`src/rtl/scan_config_loader.sv`:
```
// ============================================================================
//  Module      : scan_config_loader
//  Description : Host-to-scan-chain configuration loader. Serialises host words
//                LSB-first onto scan_in with single-cycle scan_clk pulses and
//                captures the chain's previous contents as readback words.
//  Revision    : 1.0 - initial release
// ============================================================================
`default_nettype none

module scan_config_loader #(
    parameter int CHAIN_LEN  = 29,
    parameter int WORD_WIDTH = 8,
    parameter int CNT_WIDTH  = 16
) (
    input  logic                  clk,
    input  logic                  reset,
    input  logic                  start,
    input  logic [WORD_WIDTH-1:0] cfg_data,
    input  logic                  cfg_valid,
    output logic                  cfg_ready,
    output logic                  scan_clk,
    output logic                  scan_en,
    output logic                  scan_in,
    input  logic                  scan_out,
    output logic [WORD_WIDTH-1:0] rb_data,
    output logic                  rb_valid,
    output logic                  busy,
    output logic                  done
);

    localparam int                    c_WB_W     = (WORD_WIDTH > 1) ? $clog2(WORD_WIDTH) : 1;
    localparam logic [CNT_WIDTH-1:0]  c_LAST_BIT = CNT_WIDTH'(CHAIN_LEN - 1);
    localparam logic [c_WB_W-1:0]     c_LAST_WB  = c_WB_W'(WORD_WIDTH - 1);

    typedef enum logic [2:0] {
        S_IDLE   = 3'd0,
        S_LOAD   = 3'd1,
        S_SETUP  = 3'd2,
        S_PULSE  = 3'd3,
        S_FINISH = 3'd4
    } state_t;

    state_t                r_state;
    logic [WORD_WIDTH-1:0] r_sreg;
    logic [WORD_WIDTH-1:0] r_rb_acc;
    logic [WORD_WIDTH-1:0] r_rb_data;
    logic [CNT_WIDTH-1:0]  r_bit_cnt;
    logic [c_WB_W-1:0]     r_word_bit;
    logic                  r_cfg_ready;
    logic                  r_scan_clk;
    logic                  r_scan_en;
    logic                  r_scan_in;
    logic                  r_rb_valid;
    logic                  r_busy;
    logic                  r_done;

    logic [WORD_WIDTH-1:0] w_sreg_next;
    logic                  w_last_bit;
    logic                  w_last_wb;

    assign w_sreg_next = r_sreg >> 1;
    assign w_last_bit  = (r_bit_cnt == c_LAST_BIT);
    assign w_last_wb   = (r_word_bit == c_LAST_WB);

    always_ff @(posedge clk) begin
        if (reset) begin
            r_state     <= S_IDLE;
            r_sreg      <= '0;
            r_rb_acc    <= '0;
            r_rb_data   <= '0;
            r_bit_cnt   <= '0;
            r_word_bit  <= '0;
            r_cfg_ready <= 1'b0;
            r_scan_clk  <= 1'b0;
            r_scan_en   <= 1'b0;
            r_scan_in   <= 1'b0;
            r_rb_valid  <= 1'b0;
            r_busy      <= 1'b0;
            r_done      <= 1'b0;
        end else begin
            r_rb_valid <= 1'b0;
            case (r_state)
                S_IDLE: begin
                    if (start) begin
                        r_state     <= S_LOAD;
                        r_done      <= 1'b0;
                        r_busy      <= 1'b1;
                        r_bit_cnt   <= '0;
                        r_cfg_ready <= 1'b1;
                        r_rb_acc    <= '0;
                    end
                end
                // scan_en is left untouched while waiting so a host stall
                // never disturbs the chain.
                S_LOAD: begin
                    if (cfg_valid && r_cfg_ready) begin
                        r_sreg      <= cfg_data;
                        r_word_bit  <= '0;
                        r_cfg_ready <= 1'b0;
                        r_scan_in   <= cfg_data[0];
                        r_scan_en   <= 1'b1;
                        r_scan_clk  <= 1'b0;
                        r_state     <= S_SETUP;
                    end
                end
                S_SETUP: begin
                    r_rb_acc[r_word_bit] <= scan_out;
                    r_scan_clk           <= 1'b1;
                    r_state              <= S_PULSE;
                end
                S_PULSE: begin
                    r_sreg     <= w_sreg_next;
                    r_bit_cnt  <= r_bit_cnt + CNT_WIDTH'(1);
                    r_word_bit <= r_word_bit + c_WB_W'(1);
                    r_scan_clk <= 1'b0;
                    // Accumulator is cleared on publish so a final partial
                    // word comes out zero-padded.
                    if (w_last_bit || w_last_wb) begin
                        r_rb_data  <= r_rb_acc;
                        r_rb_valid <= 1'b1;
                        r_rb_acc   <= '0;
                    end
                    if (w_last_bit) begin
                        r_scan_en <= 1'b0;
                        r_busy    <= 1'b0;
                        r_done    <= 1'b1;
                        r_state   <= S_FINISH;
                    end else if (w_last_wb) begin
                        r_cfg_ready <= 1'b1;
                        r_state     <= S_LOAD;
                    end else begin
                        r_scan_in <= w_sreg_next[0];
                        r_state   <= S_SETUP;
                    end
                end
                S_FINISH: begin
                    r_state <= S_IDLE;
                end
                default: begin
                    r_state <= S_IDLE;
                end
            endcase
        end
    end

    assign cfg_ready = r_cfg_ready;
    assign scan_clk  = r_scan_clk;
    assign scan_en   = r_scan_en;
    assign scan_in   = r_scan_in;
    assign rb_data   = r_rb_data;
    assign rb_valid  = r_rb_valid;
    assign busy      = r_busy;
    assign done      = r_done;

endmodule

`default_nettype wire
```
`config.mk`:
```
export PLATFORM = sky130hd
export DESIGN_NAME = scan_config_loader
export DESIGN_NICKNAME = d
export VERILOG_FILES = /design/src/rtl/scan_config_loader.sv
export SDC_FILE = /design/constraint.sdc
export NUM_CORES = 1
export LEC_CHECK = 0
export ABC_AREA = 1
export BUFFER_PORTS_ARGS = -buffer_cell sky130_fd_sc_hd__buf_4
export CORE_AREA = 2 2 84 86
export DETAILED_ROUTE_END_ITERATION = 6
export DIE_AREA = 0 0 86 88
export MAX_ROUTING_LAYER = met4
export PLACE_DENSITY = 0.55
export SLEW_MARGIN = 20
export SYNTH_ARGS = -nofsm -noshare
export SYNTH_HDL_FRONTEND = slang
export SYNTH_SLANG_ARGS = --single-unit
export TNS_END_PERCENT = 10
```
`constraint.sdc`:
```
create_clock -name clk -period 2.8 [get_ports clk]
set_input_delay 0.56 -clock clk [delete_from_list [all_inputs] [get_ports clk]]
set_output_delay 0.56 -clock clk [all_outputs]
set_load 0.005 [all_outputs]
```
==> impl_metrics.py, run 1 <==
metrics = {
    "synthesis": {
        "syn_area_um2": 2624,
        "yosys.cell_types.count": 34,
        "ys_ff_latch": 52,
        "synth_edf_count": 0,
        "synth_warnings": 0,
        "ys_seq_area_frac": 0.3968,
        "synth_async_sr_flop_share": 0,
        "synth.avg_cell_area_um2": 6.887,
        "synth_fp_nets": 398,
        "synthFlopType": "dfxtp_1",
        "syn_inst": 381,
    },
    "route": {
        "firstDrtPassIters": 4,
        "dr.first_iter.drc_count": 115,
        "viasPerCell": 4.916,
        "wl_mm": 6.010,
        "vias": 2394,
        "wl_per_cell_um": 12.34,
        "ant_nets": 0,
        "drc": 0,
    },
    "setup_path": {
        "worstPathArrival_ns": 2.11,
        "cp_common_cell": "nor2_1",
        "crit_type": "flop to flop",
        "worstPathCellList": "nand3_2 > inv_4 > nand2_2 > nand2_4 > nor2_1 > o21ai_0 > nor2_1",
        "critPathMaxFanout": 25,
        "required_ns": 3.00,
        "start_kind": "flop",
        "cpPeakStageDelay_ns": 0.46,
        "end_kind": "flop",
        "slowest_stage": "dfxtp_1",
    },
    "clock_tree": {
        "cts_buffer_depth": 2,
        "cts_tree": "done",
        "cts.sinks": 52,
        "cts_root_buf": "clkbuf_8",
        "clkTransAtPathRegs_ns": 0.09,
        "cts_buffers": 5,
        "cts_resized": 0,
        "postCtsHoldBufs": 0,
        "clock_latency_ns": 0.31,
        "ctsHtreeMaxLevel": 2,
        "post_cts_buffers": 0,
    },
    "floorplanning": {
        "rows": 30,
        "die-area_um2": 7568,
        "initial_core_util": 0.3949,
        "core_um2": 6644,
        "die_w_um": 86,
        "io_pins": 28,
        "die_h_um": 88,
    },
    "timing": {
        "slew_violations": 0,
        "max_freq_ghz": 0.5244,
        "finClkSkew_ns": 0.007025,
        "fin_setup_tns_ns": 0,
        "hold_viol_final": 0,
        "finalSetupViolCount": 0,
        "slew_headroom": 0.6815,
        "timing.final.crit_share": 0.6811,
        "timing.hold.ws_ns": 0.4537,
        "rsz0062_at_grt": "false",
        "worst_pin_slew_ns": 0.4760,
        "fin_crit_ns": 1.907,
    },
    "power_and_ir_drop": {
        "power.density_nw_per_um2": 574.3,
        "leakagePower_uw": 0.001274,
        "ir_drop_uv": 264.7,
    },
    "global_route": {
        "overflow": 0,
        "grt_pass1_vias": 2283,
        "grt_start_max_net_pins": 26,
        "antenna_found_initial": 0,
        "grt_pass1_wl_mm": 10.54,
        "track_usage": 0.1777,
    },
    "placement": {
        "gp_congestion": 0.8302,
        "numPortBuffers": 27,
        "dp_hpwl_mm": 4.277,
    },
    "run_status": {
        "status": "finished, final reports clean",
    },
    "cells_and_area": {
        "area_growth_pct": 14.50,
        "drive_above_1_share": 0.1400,
        "antenna_cells": 0,
        "final_cell_mix": "85 x nand2_1, 57 x inv_1, 52 x dfxtp_1",
        "fin_nets": 423,
        "mostFrequentLayoutCell": "nand2_1",
        "filler_cell_count": 718,
        "utilization": 0.4522,
    },
    "hold_path": {
        "hold_class": "flop to flop",
    },
    "job": {
        "maxCapViolCount": 0,
    },
}
## synth_stat cells, types with 3 or more instances
| master | n | area, um2 |
|---|---|---|
| inv_1 | 57 | 214.0 |
| o221ai_1 | 3 | 26.28 |
| a31oi_1 | 3 | 18.77 |
| buf_2 | 3 | 15.01 |
| o21ai_0 | 29 | 145.1 |
| clkbuf_1 | 4 | 15.01 |
| nand2_1 | 85 | 319.1 |
| dfxtp_1 | 52 | 1041 |
| nand3_1 | 30 | 150.1 |
| nor2_1 | 33 | 123.9 |
| ha_1 | 4 | 50.05 |
| a21oi_1 | 37 | 185.2 |
| nor3_1 | 5 | 25.02 |
| nand3_2 | 4 | 40.04 |
| nor2_2 | 3 | 18.77 |
## where the power goes
group / leakage (uW) / switching (uW) / internal, uW / total [uW]
Clock: 0.0000645 / 258 / 316 / 573
Sequential: 0.000420 / 26.7 / 776 / 802
Combinational: 0.000790 / 224 / 125 / 349
## critical path: cells and delay by family (launching register included)
family	cells	cell delay, ns
DFF	1	0.46
AOI/OAI and AO/OA	1	0.16
and+or+nand+nor	5	0.83
buffers and inverters	1	0.35
## final timing paths
kind | startpoint | endpoint | slack, ns | depth (start not counted)
worst max-delay path | r_state[1] | scan_in | 0.89 | 7
worst min-delay path | r_rb_acc[2] | rb_data[2] | 0.45 | 2
worst max register to register | r_state[1] | scan_in | 0.89 | 7
worst min register to register | r_rb_acc[2] | rb_data[2] | 0.45 | 2
## sequential cells by signal, indices dropped and copies added, names as in the netlist
name        cells
busy            1
cfg_ready       1
done            1
r_bit_cnt      16
r_rb_acc        8
r_sreg          7
r_state         3
r_word_bit      3
rb_data         8
rb_valid        1
scan_clk        1
scan_en         1
scan_in         1
## stage by stage
step	power [uW]	instances	cell area, um2	setup WS (ns)
floorplan	1080	381	2624	1.375
global placement	1168	479	2878	0.9574
detailed placement	1170	479	2878	0.9081
CTS	1742	487	3004	0.8998
global route	1825	487	3004	0.7364
finish	1725	487	3004	0.8930
## cells by family after synthesis
group,Yosys count,synth area share
flip-flops,52,0.3968
AND/OR/NAND/NOR,170,0.2976
AO/OA/AOI/OAI,83,0.1726
adder cells (fa/ha/maj),4,0.01908
buffers and inverters,72,0.1140
## per-layer routing
metal,global-route usage,wire (um)
met1,0.2404,3031
met2,0.2734,2697
met3,0.03110,239
met4,0.04906,41
met5,-,0
## cell type report
class	count	area, um2	area share
multi-input cells	257	1284	0.4273
flip-flops and latches	52	1041	0.3465
inverters	60	227.7	0.07580
repair buffers	30	225.2	0.07497
well taps	80	100.1	0.03332
clock buffers	7	96.34	0.03207
clock inverters	1	30.03	0.009996
Note: power is estimated with default switching activity, not from simulation.
==> run 2, diff against run 1 <==
==> constraint.sdc (replaced) <==
create_clock -name clk -period 1.93 [get_ports clk]
set_input_delay 0.386 -clock clk [delete_from_list [all_inputs] [get_ports clk]]
set_output_delay 0.386 -clock clk [all_outputs]
set_load 0.005 [all_outputs]
==> run 2 against run 1 <==
Total power is 36% higher. Sequential power is 45% higher. Critical path type unchanged. Largest cell class unchanged. Critical endpoint is now r_bit_cnt[12]. Sequential cell count stayed put.
==> impl_metrics.py, run 2 (synthesis results as in run 1) <==
metrics = {
    "setup_path": {
        "end_kind": "flop",
        "crit_type": "flop to flop",
        "worstPathArrival_ns": 1.88,
        "r2r-start": "r_bit_cnt[0]",
        "slowest_stage": "dfxtp_1",
        "ff2ff_setup_slack_ns": 0.30,
        "crit_buf_inv": 1,
        "cpPeakStageDelay_ns": 0.42,
        "worstPathCellList": "ha_1 > nand2_1 > inv_1 > nand2_1 > nor3_2 > nand2_1 > o21ai_0 > nand2_1 > a21oi_1",
        "cp_common_cell": "nand2_1",
        "crit_family": "simple AND/OR/NAND/NOR gates",
        "start_kind": "flop",
        "cp-startpoint": "r_bit_cnt[0]",
        "required_ns": 2.18,
        "critPathMaxFanout": 5,
    },
    "global_route": {
        "grt_start_max_net_pins": 22,
        "antenna_found_initial": 0,
        "grt_pass1_wl_mm": 10.06,
        "track_usage": 0.1696,
        "overflow": 0,
        "grt_pass1_vias": 2136,
    },
    "clock_tree": {
        "post_cts_buffers": 0,
        "cts_root_buf": "clkbuf_8",
        "cts.sinks": 52,
        "clock_latency_ns": 0.31,
        "cts_buffer_depth": 2,
        "cts_buffers": 5,
        "postCtsHoldBufs": 0,
        "ctsHtreeMaxLevel": 2,
        "clkTransAtPathRegs_ns": 0.09,
        "cts_tree": "done",
    },
    "cells_and_area": {
        "fin_area_um2": 3009,
        "largest_reg_flops": 16,
        "top_register": "r_bit_cnt",
        "mostFrequentLayoutCell": "nand2_1",
        "antenna_cells": 0,
        "area_growth_pct": 14.69,
        "utilization": 0.4529,
        "final_cell_mix": "85 x nand2_1, 57 x inv_1, 52 x dfxtp_1",
        "stdcell_count": 491,
        "fin_nets": 427,
        "drive_above_1_share": 0.1509,
    },
    "floorplanning": {
        "rows": 30,
        "die_h_um": 88,
        "initial_core_util": 0.3949,
        "die-area_um2": 7568,
        "io_pins": 28,
        "core_um2": 6644,
        "die_w_um": 86,
    },
    "placement": {
        "numPortBuffers": 27,
        "gp_congestion": 0.8163,
        "placed_area_um2": 2908,
        "dp_hpwl_mm": 4.248,
        "dp_cells": 483,
    },
    "route": {
        "drc": 0,
        "dr.first_iter.drc_count": 109,
        "viasPerCell": 4.882,
        "ant_nets": 0,
        "vias": 2397,
        "wl_per_cell_um": 12.16,
        "wl_mm": 5.969,
        "firstDrtPassIters": 4,
    },
    "timing": {
        "finClkSkew_ns": 0.002396,
        "finalSetupViolCount": 0,
        "worst_pin_slew_ns": 0.6862,
        "slew_headroom": 0.5420,
        "fin_crit_ns": 1.627,
        "timing.final.crit_share": 0.8430,
        "fin_setup_tns_ns": 0,
        "hold_viol_final": 0,
        "max_freq_ghz": 0.6147,
        "slew_violations": 0,
        "rsz0062_at_grt": "false",
    },
    "power_and_ir_drop": {
        "leakagePower_uw": 0.001274,
        "power.density_nw_per_um2": 778.4,
        "power_uw": 2342,
        "ir_drop_uv": 353.8,
    },
    "job": {
        "maxCapViolCount": 0,
    },
    "hold_path": {
        "hold_start": "cfg_data[7]",
        "hold_class": "primary input to flop",
    },
    "run_status": {
        "status": "finished, final reports clean",
    },
}
run 2: cell count changes in the layout (fill, tap and decap cells not counted):
cell        delta
nor3_2         +1
nor2_2         +1
clkbuf_8       -1
nor2_1         -1
clkinvlp_4     +1
bufinv_16      -1
clkbuf_1       +1
buf_4          +4
nor3_1         -1
run 2: worst register-to-register path: stages, from the launching register on:
cell     delay [ns]
dfxtp_1        0.42
ha_1           0.20
nand2_1        0.07
inv_1          0.07
nand2_1        0.11
nor3_2         0.22
nand2_1        0.10
o21ai_0        0.19
nand2_1        0.07
a21oi_1        0.12
run 2: final timing paths:
path / to / cells past startpoint
worst max-delay path: r_bit_cnt[12] / 9
worst min-delay path: r_sreg[7] / 3
worst max register to register: r_bit_cnt[12] / 9
worst min register to register: scan_en / 2
run 2: routing by layer:
metal  vias to the layer above  global-route usage  share of wire
met1                      1074              0.2381           0.54
met2                        29              0.2509           0.42
met5                         -                   -              0
li1                       1288                   -              -
met3                         6             0.02922          0.028
met4                         0             0.04618          0.011
run 2: area by class of cell:
type / count / area (um2)
Fill cell: 702 / 3635
Multi-Input combinational cell: 257 / 1291
Sequential cell: 52 / 1041
Timing Repair Buffer: 34 / 255.2
Inverter: 60 / 227.7
Tap cell: 80 / 100.1
Clock buffer: 7 / 86.33
Clock inverter: 1 / 7.507
run 2: where the power goes:
part / switching [uW] / internal (uW) / total (uW)
Clock: 369 / 292 / 661
Sequential: 36.5 / 1130 / 1160
Combinational: 330 / 189 / 520
run 2: through the flow:
stage	hold slack (ns)	setup WS, ns
after floorplan	0.4291	0.5049
after global placement	0.4486	0.1272
after detailed placement	0.4520	0.1485
after CTS	0.3272	0.1577
after global routing	0.3353	0.08156
final	0.3347	0.3031
run 2: repair_timing:
item | 4_1_cts | 5_1_grt
gates resized for setup | 0 | 2
endpoints found under the setup margin | 0 | 3
hold endpoints to repair | 0 | 0
==> run 3, diff against run 2 <==
==> constraint.sdc (replaced) <==
create_clock -name clk -period 1.5 [get_ports clk]
set_input_delay 0.3 -clock clk [delete_from_list [all_inputs] [get_ports clk]]
set_output_delay 0.3 -clock clk [all_outputs]
set_load 0.005 [all_outputs]
==> run 3 against run 2 <==
Via count increased by 5.8%. Critical path depth is the same. Clock skew increased by 0.0068 ns. Non-clock buffer count up 18. Largest cell class unchanged. Critical path type unchanged.
==> impl_metrics.py, run 3 (synthesis results as in run 1) <==
metrics = {
    "run_status": {
        "status": "finished, final reports clean",
    },
    "setup_path": {
        "crit_family": "simple AND/OR/NAND/NOR gates",
        "r2r_cells": 9,
        "worstPathCellList": "nand2_1 > inv_2 > nand2_1 > nor2_4 > nand3_4 > nand2_8 > nor2_1 > o21ai_0 > nor2_1",
        "cpPeakStageDelay_ns": 0.35,
        "required_ns": 1.70,
        "ff2ff_setup_slack_ns": 0.06,
        "crit_type": "flop to flop",
        "crit_buf_inv": 1,
        "slowest_stage": "dfxtp_2",
        "worstPathArrival_ns": 1.64,
        "critPathMaxFanout": 9,
        "regToRegEndpoint": "scan_in",
        "end_kind": "flop",
        "start_kind": "flop",
        "r2r-start": "r_bit_cnt[4]",
    },
    "cells_and_area": {
        "drive_above_1_share": 0.2483,
        "largest_reg_flops": 16,
        "seq_area_um2": 1057,
        "multiInputGateArea_um2": 1398,
        "top_register": "r_bit_cnt",
        "filler_cell_count": 689,
        "stdcell_count": 511,
        "mostFrequentLayoutCell": "nand2_1",
        "final_cell_mix": "81 x nand2_1, 53 x inv_1, 51 x buf_4",
        "fin_nets": 447,
        "antenna_cells": 0,
        "area_growth_pct": 25.66,
    },
    "hold_path": {
        "hold_start": "cfg_data[7]",
        "hold_class": "primary input to flop",
        "whs_endpoint": "r_sreg[7]",
        "hold_depth": 3,
    },
    "clock_tree": {
        "cts.sinks": 52,
        "clkTransAtPathRegs_ns": 0.10,
        "ctsHtreeMaxLevel": 2,
        "postCtsHoldBufs": 0,
        "cts_buffer_depth": 2,
        "clock_latency_ns": 0.30,
        "cts_tree": "done",
        "cts_root_buf": "clkbuf_8",
        "cts_buffers": 5,
    },
    "power_and_ir_drop": {
        "leakagePower_uw": 0.001426,
        "power_uw": 3229,
        "power.density_nw_per_um2": 979.3,
        "ir_drop_uv": 404.0,
    },
    "route": {
        "vias": 2535,
        "firstDrtPassIters": 5,
        "wl_mm": 6.339,
        "drc": 0,
        "dr.first_iter.drc_count": 137,
        "viasPerCell": 4.961,
        "ant_nets": 0,
        "wl_per_cell_um": 12.41,
    },
    "floorplanning": {
        "initial_core_util": 0.3949,
        "core_um2": 6644,
        "die-area_um2": 7568,
        "io_pins": 28,
        "die_w_um": 86,
        "die_h_um": 88,
        "rows": 30,
    },
    "timing": {
        "slew_violations": 0,
        "slew_headroom": 0.7721,
        "hold_viol_final": 0,
        "finalSetupViolCount": 0,
        "fin_crit_ns": 1.441,
        "timing.final.crit_share": 0.9608,
        "worst_pin_slew_ns": 0.3419,
        "max_freq_ghz": 0.6938,
        "finClkSkew_ns": 0.009243,
        "rsz0062_at_grt": "true",
        "setup_ws_ns": 0.05874,
    },
    "placement": {
        "gp_congestion": 0.8103,
        "numPortBuffers": 27,
        "dp_hpwl_mm": 4.352,
        "post-place-ws_ns": -0.07983,
        "dp_cells": 499,
    },
    "global_route": {
        "grt_pass1_wl_mm": 10.51,
        "grt_pass1_vias": 2273,
        "overflow": 0,
        "track_usage": 0.1781,
        "grt_start_max_net_pins": 33,
        "antenna_found_initial": 0,
    },
    "job": {
        "maxCapViolCount": 0,
    },
}
==> run 3: through the flow <==
stage                     TNS (ns)  hold WS [ns]  instance area, um2  utilization
after global placement    -0.09245        0.4504                3040       0.4576
after detailed placement   -0.2064        0.4516                3040       0.4576
after CTS                        0        0.2421                3162       0.4759
final                            0        0.2547                3297       0.4962
after global routing       -0.5252        0.2604                3297       0.4962
after floorplan                  0        0.4291                2624            -
==> run 3: layout make-up <==
| type | instances | share of cell area |
|---|---|---|
| inverter | 60 | 0.06907 |
| timing repair buffer | 52 | 0.1222 |
| clock inverter | 3 | 0.01290 |
| multi-input combinational | 259 | 0.4239 |
| sequential | 52 | 0.3207 |
| clock buffer | 5 | 0.02087 |
| tap | 80 | 0.03036 |
==> run 3: timing repair <==
action	in CTS	in global routing
setup buffers	0	2
cloned	0	2
pin swaps	0	11
setup endpoints to repair	15	32
gates resized for setup	4	35
==> run 3: worst reg2reg max path: stages, from the launching register on <==
cell	delay, ns
dfxtp_2	0.35
nand2_1	0.09
inv_2	0.07
nand2_1	0.08
nor2_4	0.15
nand3_4	0.19
nand2_8	0.15
nor2_1	0.04
o21ai_0	0.15
nor2_1	0.05
==> run 3: how the worst max path moves through the flow <==
stage,from,to,slack (ns),depth (start not counted)
2_1_floorplan,r_bit_cnt[0],r_bit_cnt[12],0.07,8
3_3_place_gp,r_bit_cnt[0],r_bit_cnt[12],-0.04,8
3_5_place_dp,r_bit_cnt[0],r_bit_cnt[12],-0.08,8
4_1_cts,r_bit_cnt[1],r_bit_cnt[8],0.01,11
5_1_grt,r_bit_cnt[1],r_rb_acc[1],-0.06,10
6_report,r_bit_cnt[4],scan_in,0.06,9
==> run 3: power breakdown <==
part,internal (uW),switching (uW)
Clock,494,460
Sequential,1450,48.4
Combinational,318,461
==> run 3: layer usage <==
layer  track usage  vias to the layer above  part of all wire
met2        0.2777                       48              0.46
met3       0.02545                        4             0.037
met4       0.04329                        0            0.0066
li1              -                     1333                 -
met1        0.2436                     1150              0.50
met5             -                        -                 0
